--- src/rtl/keypad_pkg.sv ---
// Shared types and the keypad layout for the keypad BCD entry path.
// Layout follows the Pmod KYPD matrix: row 0 is the top row, column 0 the leftmost.
package keypad_pkg;

  typedef enum logic [1:0] {
    SCAN     = 2'd0,
    DEBOUNCE = 2'd1,
    HELD     = 2'd2
  } state_t;

  localparam logic [3:0] KEY_CLR = 4'hC;
  localparam logic [3:0] KEY_BSP = 4'hB;

  function automatic logic [3:0] keymap(input logic [1:0] row, input logic [1:0] col);
    logic [3:0] code;
    code = 4'h0;
    case ({row, col})
      4'h0: code = 4'h1;
      4'h1: code = 4'h2;
      4'h2: code = 4'h3;
      4'h3: code = 4'hA;
      4'h4: code = 4'h4;
      4'h5: code = 4'h5;
      4'h6: code = 4'h6;
      4'h7: code = 4'hB;
      4'h8: code = 4'h7;
      4'h9: code = 4'h8;
      4'hA: code = 4'h9;
      4'hB: code = 4'hC;
      4'hC: code = 4'h0;
      4'hD: code = 4'hF;
      4'hE: code = 4'hE;
      4'hF: code = 4'hD;
      default: code = 4'h0;
    endcase
    return code;
  endfunction

endpackage

--- src/rtl/bcd_entry_reg.sv ---
// 4-digit BCD entry register: digits shift in from the right, C clears, B deletes the LSD.
module bcd_entry_reg
  import keypad_pkg::*;
(
  input  logic        clk_i,
  input  logic        rst_ni,
  input  logic        load_i,
  input  logic [3:0]  key_i,
  output logic [15:0] bcd_o
);

  logic [15:0] r_bcd;
  logic [15:0] w_bcd_next;

  // Letter keys other than C/B leave the register untouched.
  always_comb begin
    w_bcd_next = r_bcd;
    if (key_i <= 4'd9) begin
      w_bcd_next = {r_bcd[11:0], key_i};
    end else if (key_i == KEY_CLR) begin
      w_bcd_next = 16'h0000;
    end else if (key_i == KEY_BSP) begin
      w_bcd_next = {4'h0, r_bcd[15:4]};
    end
  end

  always_ff @(posedge clk_i) begin
    if (!rst_ni) begin
      r_bcd <= 16'h0000;
    end else if (load_i) begin
      r_bcd <= w_bcd_next;
    end
  end

  assign bcd_o = r_bcd;

endmodule

--- src/rtl/keypad_bcd_entry.sv ---
// 4x4 keypad scanner with tick-based debounce, one event per press, feeding a BCD entry register.
module keypad_bcd_entry
  import keypad_pkg::*;
#(
  parameter int unsigned SCAN_PSC = 100000,
  parameter int unsigned DEB_N    = 4
) (
  input  logic        clk_i,
  input  logic        rst_ni,
  input  logic        en_i,
  input  logic [3:0]  col_i,
  output logic [3:0]  row_o,
  output logic [3:0]  key_o,
  output logic        key_vld_o,
  output logic [15:0] bcd_o
);

  localparam int unsigned PSC_W = $clog2(SCAN_PSC);
  localparam int unsigned CNT_W = $clog2(DEB_N + 1);
  localparam logic [PSC_W-1:0] PSC_LAST = PSC_W'(SCAN_PSC - 1);
  localparam logic [CNT_W-1:0] CNT_LAST = CNT_W'(DEB_N - 1);

  logic [PSC_W-1:0] r_psc;
  logic [3:0]       r_col_meta;
  logic [3:0]       r_col_sync;
  logic [1:0]       r_row_idx;
  logic [3:0]       r_code;
  logic [CNT_W-1:0] r_cnt;
  logic [3:0]       r_row;
  logic [3:0]       r_key;
  logic             r_key_vld;
  state_t           r_state;

  logic             w_tick;
  logic             w_key_any;
  logic [1:0]       w_col_idx;
  logic [3:0]       w_code;
  logic             w_same;
  state_t           w_state_next;
  logic             w_accept;
  logic             w_row_adv;
  logic             w_latch;
  logic [CNT_W-1:0] w_cnt_next;

  assign w_tick = en_i && (r_psc == PSC_LAST);

  // NOTE: sequential state uses non-blocking assignments so every flop samples pre-edge values.
  always_ff @(posedge clk_i) begin
    if (!rst_ni || !en_i) begin
      r_psc <= '0;
    end else if (w_tick) begin
      r_psc <= '0;
    end else begin
      r_psc <= r_psc + PSC_W'(1);
    end
  end

  // Columns are asynchronous to clk_i; two flops before anything decodes them.
  always_ff @(posedge clk_i) begin
    if (!rst_ni) begin
      r_col_meta <= 4'hF;
      r_col_sync <= 4'hF;
    end else begin
      r_col_meta <= col_i;
      r_col_sync <= r_col_meta;
    end
  end

  assign w_key_any = ~&r_col_sync;

  always_comb begin
    w_col_idx = 2'd0;
    for (int c = 3; c >= 0; c--) begin
      if (!r_col_sync[c]) w_col_idx = 2'(c);
    end
  end

  assign w_code = keymap(r_row_idx, w_col_idx);
  assign w_same = w_key_any && (w_code == r_code);

  always_ff @(posedge clk_i) begin
    if (!rst_ni || !en_i) begin
      r_state <= SCAN;
    end else begin
      r_state <= w_state_next;
    end
  end

  // NOTE: every combinational output gets a default first so no latch is inferred.
  always_comb begin
    w_state_next = r_state;
    if (w_tick) begin
      case (r_state)
        SCAN:     if (w_key_any) w_state_next = DEBOUNCE;
        DEBOUNCE: begin
          if (!w_same)                 w_state_next = SCAN;
          else if (r_cnt == CNT_LAST)  w_state_next = HELD;
        end
        HELD:     if (!w_key_any && (r_cnt == CNT_LAST)) w_state_next = SCAN;
        default:  w_state_next = SCAN;
      endcase
    end
  end

  // r_cnt counts matching samples in DEBOUNCE and all-high samples in HELD.
  always_comb begin
    w_accept   = 1'b0;
    w_row_adv  = 1'b0;
    w_latch    = 1'b0;
    w_cnt_next = r_cnt;
    if (w_tick) begin
      case (r_state)
        SCAN: begin
          if (w_key_any) begin
            w_latch    = 1'b1;
            w_cnt_next = CNT_W'(1);
          end else begin
            w_row_adv  = 1'b1;
          end
        end
        DEBOUNCE: begin
          if (!w_same) begin
            w_row_adv  = 1'b1;
            w_cnt_next = '0;
          end else if (r_cnt == CNT_LAST) begin
            w_accept   = 1'b1;
            w_cnt_next = '0;
          end else begin
            w_cnt_next = r_cnt + CNT_W'(1);
          end
        end
        HELD: begin
          if (w_key_any) begin
            w_cnt_next = '0;
          end else if (r_cnt == CNT_LAST) begin
            w_row_adv  = 1'b1;
            w_cnt_next = '0;
          end else begin
            w_cnt_next = r_cnt + CNT_W'(1);
          end
        end
        default: w_cnt_next = '0;
      endcase
    end
  end

  always_ff @(posedge clk_i) begin
    if (!rst_ni || !en_i) begin
      r_row_idx <= 2'd0;
      r_cnt     <= '0;
    end else begin
      if (w_row_adv) r_row_idx <= r_row_idx + 2'd1;
      r_cnt <= w_cnt_next;
    end
  end

  always_ff @(posedge clk_i) begin
    if (!rst_ni) begin
      r_code <= 4'h0;
    end else if (w_latch) begin
      r_code <= w_code;
    end
  end

  always_ff @(posedge clk_i) begin
    if (!rst_ni) begin
      r_row     <= 4'hF;
      r_key     <= 4'h0;
      r_key_vld <= 1'b0;
    end else begin
      r_row     <= en_i ? ~(4'b0001 << r_row_idx) : 4'hF;
      r_key_vld <= w_accept;
      if (w_accept) r_key <= r_code;
    end
  end

  bcd_entry_reg u_bcd_entry_reg (
    .clk_i  (clk_i),
    .rst_ni (rst_ni),
    .load_i (w_accept),
    .key_i  (r_code),
    .bcd_o  (bcd_o)
  );

  assign row_o     = r_row;
  assign key_o     = r_key;
  assign key_vld_o = r_key_vld;

endmodule
--- config.mk ---
export PLATFORM = sky130hd
export DESIGN_NAME = keypad_bcd_entry
export DESIGN_NICKNAME = d
export VERILOG_FILES = /design/src/rtl/keypad_pkg.sv /design/src/rtl/bcd_entry_reg.sv /design/src/rtl/keypad_bcd_entry.sv
export SDC_FILE = /design/constraint.sdc
export NUM_CORES = 1
export LEC_CHECK = 0
export CAP_MARGIN = 20
export CORE_MARGIN = 1
export CORE_UTILIZATION = 40
export DETAILED_ROUTE_END_ITERATION = 7
export SLEW_MARGIN = 20
export SYNTH_ARGS = -nofsm -noshare
export SYNTH_HDL_FRONTEND = slang
export SYNTH_SLANG_ARGS = --single-unit
--- constraint.sdc ---
create_clock -name clk_i -period 7.2 [get_ports clk_i]
set_input_delay 1.8 -clock clk_i [delete_from_list [all_inputs] [get_ports clk_i]]
set_output_delay 1.8 -clock clk_i [all_outputs]
set_load 0.02 [all_outputs]
# Word level (Yosys, flattened, before mapping)
# Memory sizes are Yosys's and may differ from the RTL's.
# Index checks and enable logic that the tools add are counted.
[classes] n_mux=29 n_reduce_logical=15 bitwise_logic=1 n_addsub=3 shift=1 eq_ne=10 magnitude_cmp=1
[ops] operator="two-way mux 16 bit" n=3
[ops] operator="adder 17 x 1 -> 17 bit, second input constant" n=1
[ops] operator="equality test 17 bit, second input constant" n=1
[ops] operator="two-way mux 2 bit" n=8
[ops] operator="two-way mux 3 bit" n=4
[ops] operator="two-way mux 1 bit" n=11
[ops] operator="case mux 3 bit (3 select lines)" n=1
[ops] operator="equality test 4 bit, second input constant" n=2
[ops] operator="AND reduction 4 bit" n=2
[ops] operator="case mux 2 bit (3 select lines)" n=1
[ops] operator="AND reduction 2 bit" n=3
[ops] operator="equality test 4 bit" n=1
[ops] operator="<= comparator 4 bit, second input constant" n=1
[ops] operator="!= test 2 bit, second input constant" n=2
[ops] operator="inverter 4 bit" n=1
[ops] operator="<< shifter 1 x 2 -> 4 bit, first input constant" n=1
[ops] operator="adder 3 x 1 -> 3 bit, second input constant" n=1
[ops] operator="equality test 3 x 2 -> 1 bit, second input constant" n=1
[ops] operator="logical AND 1 bit" n=3
[ops] operator="logical NOT 1 bit" n=3
[ops] operator="!= test 3 bit, second input constant" n=1
[ops] operator="case mux 1 bit (3 select lines)" n=1
[ops] operator="nonzero test 3 bit" n=1
[ops] operator="adder 2 x 1 -> 2 bit, second input constant" n=1
[ops] operator="5 further kinds" n=5
[word_totals] wordCells=72 in_bits=7 memories=1 register_bits=61 output_inout_bits=25 mem_bits_ro=64
[memory_table] name="(name not given)" depth=16 word_bits=4 rd=1 rd_ports_with_merged_regs=0 wr=0 line_no="keypad_pkg.sv:17" source="case ({row, col})"

# Longest topological paths before layout
# Gate-level depths: netlist of the first run.
# An unclocked memory read counts as a cell.
[logic_depth] depth_word=11 mapped_depth=11 ltp_nobuf=10

# Cells and area by module
# Synthesis of the first run repeated with hierarchy kept, for this count alone.
[unflattened] cells_unflattened=344 area_unflattened_um2=3088.0
[by_module_without_submodules] mod="keypad_bcd_entry" area_each_um2=2218.4 cells_per_inst=252 n_inst=1 seq_area_each_um2=900.9
[by_module_without_submodules] mod="bcd_entry_reg" area_each_um2=869.6 cells_per_inst=92 n_inst=1 seq_area_each_um2=320.3

# Worst setup path before layout of the first run
# OpenSTA, ideal clock, no wires.
[synth_path] path_type="input -> register" from="input en_i" to="register u_bcd_entry_reg.r_bcd[12] (netlist: u_bcd_entry_reg.bcd_o[12])" required_ns=7.128 arrival_ns=2.993 cell_stages=5 slack_ns=4.136 setup_ns=0.072 n_path_buf=1 cell_sequence="and4b_1 > nand2_1 > a2111oi_4 > buf_8 > mux2i_1"
[synth_via] elab_chain_len=3
[synth_lines] element="from (decl)" line_no="keypad_bcd_entry.sv:10" source="input logic en_i,"
[synth_lines] element="logical AND 1 bit" line_no="keypad_bcd_entry.sv:45" source="assign w_tick = en_i && (r_psc == PSC_LAST);"
[synth_lines] element="two-way mux 1 bit" line_no="keypad_bcd_entry.sv:111" source="if (w_tick) begin"
[synth_lines] element="AND reduction 2 bit (no line)"
[synth_lines] element="to (signal assigned)" line_no="bcd_entry_reg.sv:31" source="r_bcd <= w_bcd_next;"
[synth_lines] element="to (decl)" line_no="bcd_entry_reg.sv:12" source="logic [15:0] r_bcd;"
# Every way passes these cells.
# A chain may end at the register's enable or synchronous reset.

# Worst setup path after layout of the first run
[layout_path] from="input rst_ni" to="register r_psc[13]"
[layout_via] elab_chain_len=3
[layout_lines] element="from (decl)" line_no="keypad_bcd_entry.sv:9" source="input logic rst_ni,"
[layout_lines] element="logical NOT 1 bit"
[layout_lines] element="logical OR 1 bit" line_no="keypad_bcd_entry.sv:49" source="if (!rst_ni || !en_i) begin"
[layout_lines] element="OR reduction 2 bit (no line)"
[layout_lines] element="to (signal assigned)" line_no="keypad_bcd_entry.sv:54" source="r_psc <= r_psc + PSC_W'(1);"
[layout_lines] element="to (decl)" line_no="keypad_bcd_entry.sv:23" source="logic [PSC_W-1:0] r_psc;"
# Every way passes these cells.

==> results of run 1 <==
[path summary, 6_finish.rpt]
check	cells past startpoint	slack, ns	to
worst max-delay path	5	3.69	r_psc[13]$_SDFF_PP0_
worst min-delay path	1	0.41	r_col_sync[2]$_SDFF_PN1_
worst max register to register	11	4.18	u_bcd_entry_reg.bcd_o[1]$_SDFFE_PN0P_
worst min register to register	1	0.41	r_col_sync[2]$_SDFF_PN1_
[power by group]
group          total (µW)  internal, µW  switching (µW)
clock                 307           168             139
sequential            342           340            1.51
combinational        31.4          12.8            18.6
total                 680           521             159
[layer usage]
metal | share of wire [%] | vias up
li1 | - | 1260
met1 | 51 | 1140
met2 | 44 | 39
met3 | 3.5 | 6
met4 | 1.3 | 0
met5 | 0 | -
[flip-flops by register name, summed over array words and instances (netlist names)]
register,cells
key_vld_o,1
u_bcd_entry_reg.bcd_o,16
r_state,2
key_o,4
r_cnt,3
r_code,4
r_row_idx,2
r_col_sync,4
r_psc,17
row_o,4
r_col_meta,4
[final cells by class]
| class | count | area [µm²] | share of cell area, % |
|---|---|---|---|
| Clock inverter | 6 | 62.6 | 1.73 |
| Clock buffer | 10 | 138 | 3.80 |
| Sequential cell | 61 | 1220 | 33.8 |
| Timing Repair Buffer | 35 | 340 | 9.41 |
| Tap cell | 99 | 124 | 3.42 |
| Inverter | 8 | 30.0 | 0.830 |
| Multi-Input combinational cell | 261 | 1700 | 47.0 |
[cell families after synthesis]
logic type	Yosys count
flip-flops	61
AO/OA/AOI/OAI	47
XOR/XNOR	19
AND/OR/NAND/NOR	161
multiplexers	24
adder cells (fa/ha/maj)	10
buffers and inverters	27
[critical path: stages]
cell and delay (ns):
clkdlybuf4s50_1 0.45, buf_4 0.36, and2_1 0.51, nand2_1 0.41
nor2_1 0.22
[stage by stage]
step	area [µm²]	std cells	util, %
detailed placement	3420	464	46.9
global route	3620	480	49.6
floorplan	3040	349	-
CTS	3620	480	49.6
finish	3620	480	49.6
global placement	3420	464	46.9
[cells in the final DEF, fill, tap and decap left out, types with 2 or more instances in the layout]
cell / instances
dfxtp_1: 61
nand2_1: 56
nor2_1: 32
clkdlybuf4s50_1: 31
mux2i_1: 24
nand3_1: 22
nand2b_1: 13
o21ai_0: 13
a21oi_1: 11
xor2_1: 10
ha_1: 10
clkbuf_8: 10
a22o_1: 9
xnor2_1: 8
inv_1: 7
and3_1: 6
nor3_1: 6
buf_4: 4
or3_1: 3
and4_1: 3
nor2b_1: 3
clkinvlp_4: 3
nand4_1: 2
nor4b_1: 2
nand4b_1: 2
and2_1: 2
o31ai_1: 2
clkinv_2: 2
==> results.yml, run 1 <==
sta:
  max_freq_mhz: 285
  tightest_slew_ns: 0.591
  min_period_ns: 3.51
  skew_ns: 0.00856
  finalCritPeriodShare_pct: 48.7
  hold_ws_ns: 0.407
  setup_ws_ns: 3.69
  hold_viol: 0
  rsz0062_at_grt: "false"
  tns_ns: 0
  slew_viol_final: 0
  relSlewSlack_pct: 60.6
  setup_violations: 0
global_route:
  grt_max_degree: 44
  busiest_layer: "met2"
  grt_usage_pct: 16.9
  met1_usage_pct: 24.1
  grt_pass1_vias: 2163
  grt_first_pass_wirelength_um: 10300
  antenna_found_initial: 0
  grt_use_met3_pct: 4.80
  gr-total-overflow: 0
  met2_usage_pct: 24.3
routing:
  drt-total-wl_um: 6110
  dr_total_vias: 2445
  drt-wirelength-per-cell_um: 12.7
  drc: 0
  drt_first_pass_iters: 4
  final_antenna_net_count: 0
  dr.first_iter.drc_count: 100
  vias_per_cell: 5.09
finish:
  drive_above_1_share_pct: 8.40
  syn2layout_area_growth_pct: 19.0
  antenna_cells: 0
  final_nets: 393
  n_fill_cell: 732
worst_hold_path:
  hp-class: "reg2reg"
  hold_path.startpoint: "r_col_meta[2]$_SDFF_PN1_"
die:
  die_h_um: 89.2
  io_pins: 32
  core_um2: 7290
  die_area_um2: 7950
  num_rows: 31
  start_util_pct: 41.7
  die_w_um: 89.2
synth:
  ys_ff_latch: 61
  synth_area_um2: 3040
  syn-instance-count: 349
  syn-num-nets: 366
  synth_edf_count: 0
  yosysSeqAreaShare_pct: 40.2
  synthMuxAreaShare_pct: 7.90
  synth_top_area_share_pct: 40.2
  yosys-top-cells-count: "dfxtp_1 (61), nand2_1 (56), nor2_1 (32), mux2i_1 (24), nand3_1 (22)"
  yosysWarnings: 0
  synthArstFlopShare_pct: 0
  synth_cell_types: 50
  synthFlopType: "dfxtp_1"
  synth_top_family_by_area: "simple AND/OR/NAND/NOR gates"
  synth_top_area_cell: "dfxtp_1"
  syn_avg_cell_area_um2: 8.71
  yosysMostFrequentCell: "dfxtp_1"
  synth_compound_area_share_pct: 11.5
  synthSimpleGateAreaFrac_pct: 26.7
  yosys-top-cells-area: "dfxtp_1 (40%), mux2i_1 (7.9%), nand2_1 (6.9%), ha_1 (4.1%), nor2_1 (4.0%)"
  synthAdderAreaFrac_pct: 4.12
  synthXorXnorAreaFrac_pct: 5.72
place:
  hpwlAfterDp_um: 4200
  place_ws_ns: 3.36
  gp_routability_congestion: 0.764
  portBuffers: 31
critical_path:
  required_ns: 7.46
  rr_startpoint: "r_col_sync[3]$_SDFF_PN1_"
  crit_arrival_ns: 3.77
  crit_fanout: 43
  crit_type: "in2reg"
  crit_path_start_kind: "input port"
  end_kind: "register"
  critPathLaunch: "rst_ni"
clock_tree:
  insertion_delay_ns: 0.34
  cts_tree: "built"
  clock_path_buffers: 2
  clk_pin_slew_ns: 0.07
  cts-root-buf: "clkbuf_8"
  clock-sinks: 61
  cts_htree_levels: 3
  cts_setup_buffers: 0
  post_cts_resized: 0
  numCtsBuffers: 9
  ctsHoldBuffers: 0
pwr:
  power_uw: 680
  leakage_uw: 0.00124
  vdd_ir_drop_max_uv: 93.4
  power_density_nw_per_um2: 188
flow_run:
  drv_cap: 0
status:
  status: "finished, final reports clean"
Power figures use the tool's default switching activity.
==> run 2, diff against run 1 <==
- clock period: 7.2 -> 2.81 ns (I/O delays scaled with it)
==> results.yml, run 2 (synthesized netlist as in run 1, its figures left out) <==
status:
  status: "finished, final reports clean"
finish:
  regMostFlops: "r_psc"
  largest_register_ffs: 17
  layout_common_cells: "dfxtp_1 (61), nand2_1 (56), nor2_1 (32)"
  drive_above_1_share_pct: 9.11
  mostFrequentLayoutCell: "dfxtp_1"
  syn2layout_area_growth_pct: 20.9
  n_fill_cell: 740
  stdcell_count: 483
  final_nets: 396
  antenna_cells: 0
sta:
  hold_ws_ns: 0.411
  slew_viol_final: 0
  finalCritPeriodShare_pct: 90.7
  skew_ns: 0.0122
  tns_ns: 0
  relSlewSlack_pct: 66.6
  max_freq_mhz: 392
  rsz0062_at_grt: "false"
  hold_viol: 0
  setup_violations: 0
  tightest_slew_ns: 0.498
  min_period_ns: 2.55
  setup_ws_ns: 0.261
global_route:
  gr-total-overflow: 0
  grt_first_pass_wirelength_um: 10300
  grt_pass1_vias: 2113
  antenna_found_initial: 0
  grt_usage_pct: 17.4
  grt_max_degree: 43
place:
  portBuffers: 31
  gp_routability_congestion: 0.777
  place_ws_ns: 0.198
  numPlacedInstances: 467
  hpwlAfterDp_um: 4310
critical_path:
  crit_path_frequent_cell: "nand2b_1"
  critPathMaxStageDelay_ns: 0.32
  critPathTopFamily: "compound AO/OA/AOI/OAI gates"
  end_kind: "register"
  crit_type: "reg2reg"
  path_buf_inv: 2
  required_ns: 3.09
  crit_fanout: 16
  crit_path_start_kind: "register"
  crit_arrival_ns: 2.83
  crit_path_cell_trace: "nand2b_1, a21boi_2, inv_1, ha_1, nand2b_1, a21oi_1, or3_1, nand4_4, a2111oi_4, buf_12, mux2i_1"
  crit_slowest_cell: "dfxtp_1"
routing:
  drc: 0
  drt_first_pass_iters: 4
  vias_per_cell: 5.03
  dr_total_vias: 2431
  final_antenna_net_count: 0
  dr_wl_met3_um: 223
  drt-wirelength-per-cell_um: 13.2
  drt-total-wl_um: 6370
  dr.first_iter.drc_count: 91
  highest_layer: "met4"
  met1_length_um: 3270
  wl_met2_um: 2780
pwr:
  vdd_ir_drop_max_uv: 199
  power_uw: 1840
  power_density_nw_per_um2: 501
  leakage_uw: 0.00127
clock_tree:
  insertion_delay_ns: 0.34
  numCtsBuffers: 9
  cts_tree: "built"
  clock-sinks: 61
  cts_setup_buffers: 0
  clk_pin_slew_ns: 0.08
  post_cts_resized: 0
  clock_path_buffers: 2
  ctsHoldBuffers: 0
  cts-root-buf: "clkbuf_8"
  cts_htree_levels: 3
die:
  core_um2: 7290
  start_util_pct: 41.7
  num_rows: 31
  io_pins: 32
  die_area_um2: 7950
  die_h_um: 89.2
  die_w_um: 89.2
worst_hold_path:
  hp-class: "reg2reg"
flow_run:
  drv_cap: 0
==> run 2: changes by cell type in the layout (fill, tap and decap cells not counted), sizes merged <==
| cell | change |
|---|---|
| clkinvlp | -2 |
| clkbuf | -1 |
| inv | +1 |
| bufinv | +1 |
| clkinv | +1 |
| buf | +3 |
==> run 2: path summary, 6_finish.rpt <==
path / start / to / slack, ns / cells after the start
setup / recovery: r_col_sync[3]$_SDFF_PN1_ / u_bcd_entry_reg.bcd_o[13]$_SDFFE_PN0P_ / 0.26 / 11
hold / removal: r_col_meta[3]$_SDFF_PN1_ / r_col_sync[3]$_SDFF_PN1_ / 0.41 / 1
setup reg to reg: r_col_sync[3]$_SDFF_PN1_ / u_bcd_entry_reg.bcd_o[13]$_SDFFE_PN0P_ / 0.26 / 11
hold reg to reg: r_col_meta[3]$_SDFF_PN1_ / r_col_sync[3]$_SDFF_PN1_ / 0.41 / 1
==> run 2: per-stage QoR <==
step | utilization [%] | area, µm²
floorplan | - | 3040
global placement | 47.3 | 3450
detailed placement | 47.3 | 3450
CTS | 50.4 | 3670
global route | 50.4 | 3670
finish | 50.4 | 3670
==> run 2: final cells by class <==
type / instances / area (µm²) / share of cell area, %
clock buffer: 9 / 124 / 3.37
clock inverter: 7 / 98.8 / 2.69
inverter: 8 / 30.0 / 0.817
multi-input combinational: 261 / 1700 / 46.3
sequential: 61 / 1220 / 33.2
tap: 99 / 124 / 3.37
timing repair buffer: 38 / 375 / 10.2
==> run 2: power breakdown <==
group | total, µW | internal [µW] | switching [µW]
sequential | 875 | 871 | 4.13
combinational | 84.2 | 35.0 | 49.2
clock | 881 | 503 | 378
==> run 2: worst register-to-register path: stages, from the launching register on <==
cell and delay, ns:
dfxtp_1 0.32, nand2b_1 0.15, a21boi_2 0.21, inv_1 0.09
ha_1 0.28, nand2b_1 0.17, a21oi_1 0.20, or3_1 0.20
nand4_4 0.16, a2111oi_4 0.28, buf_12 0.22, mux2i_1 0.20
==> run 2: metal layers <==
metal  GRT usage, %  vias to the layer above
li1               -                     1271
met4           7.36                        0
met3           4.99                        6
met5              0                        -
met1           23.8                     1118
met2           25.5                       36
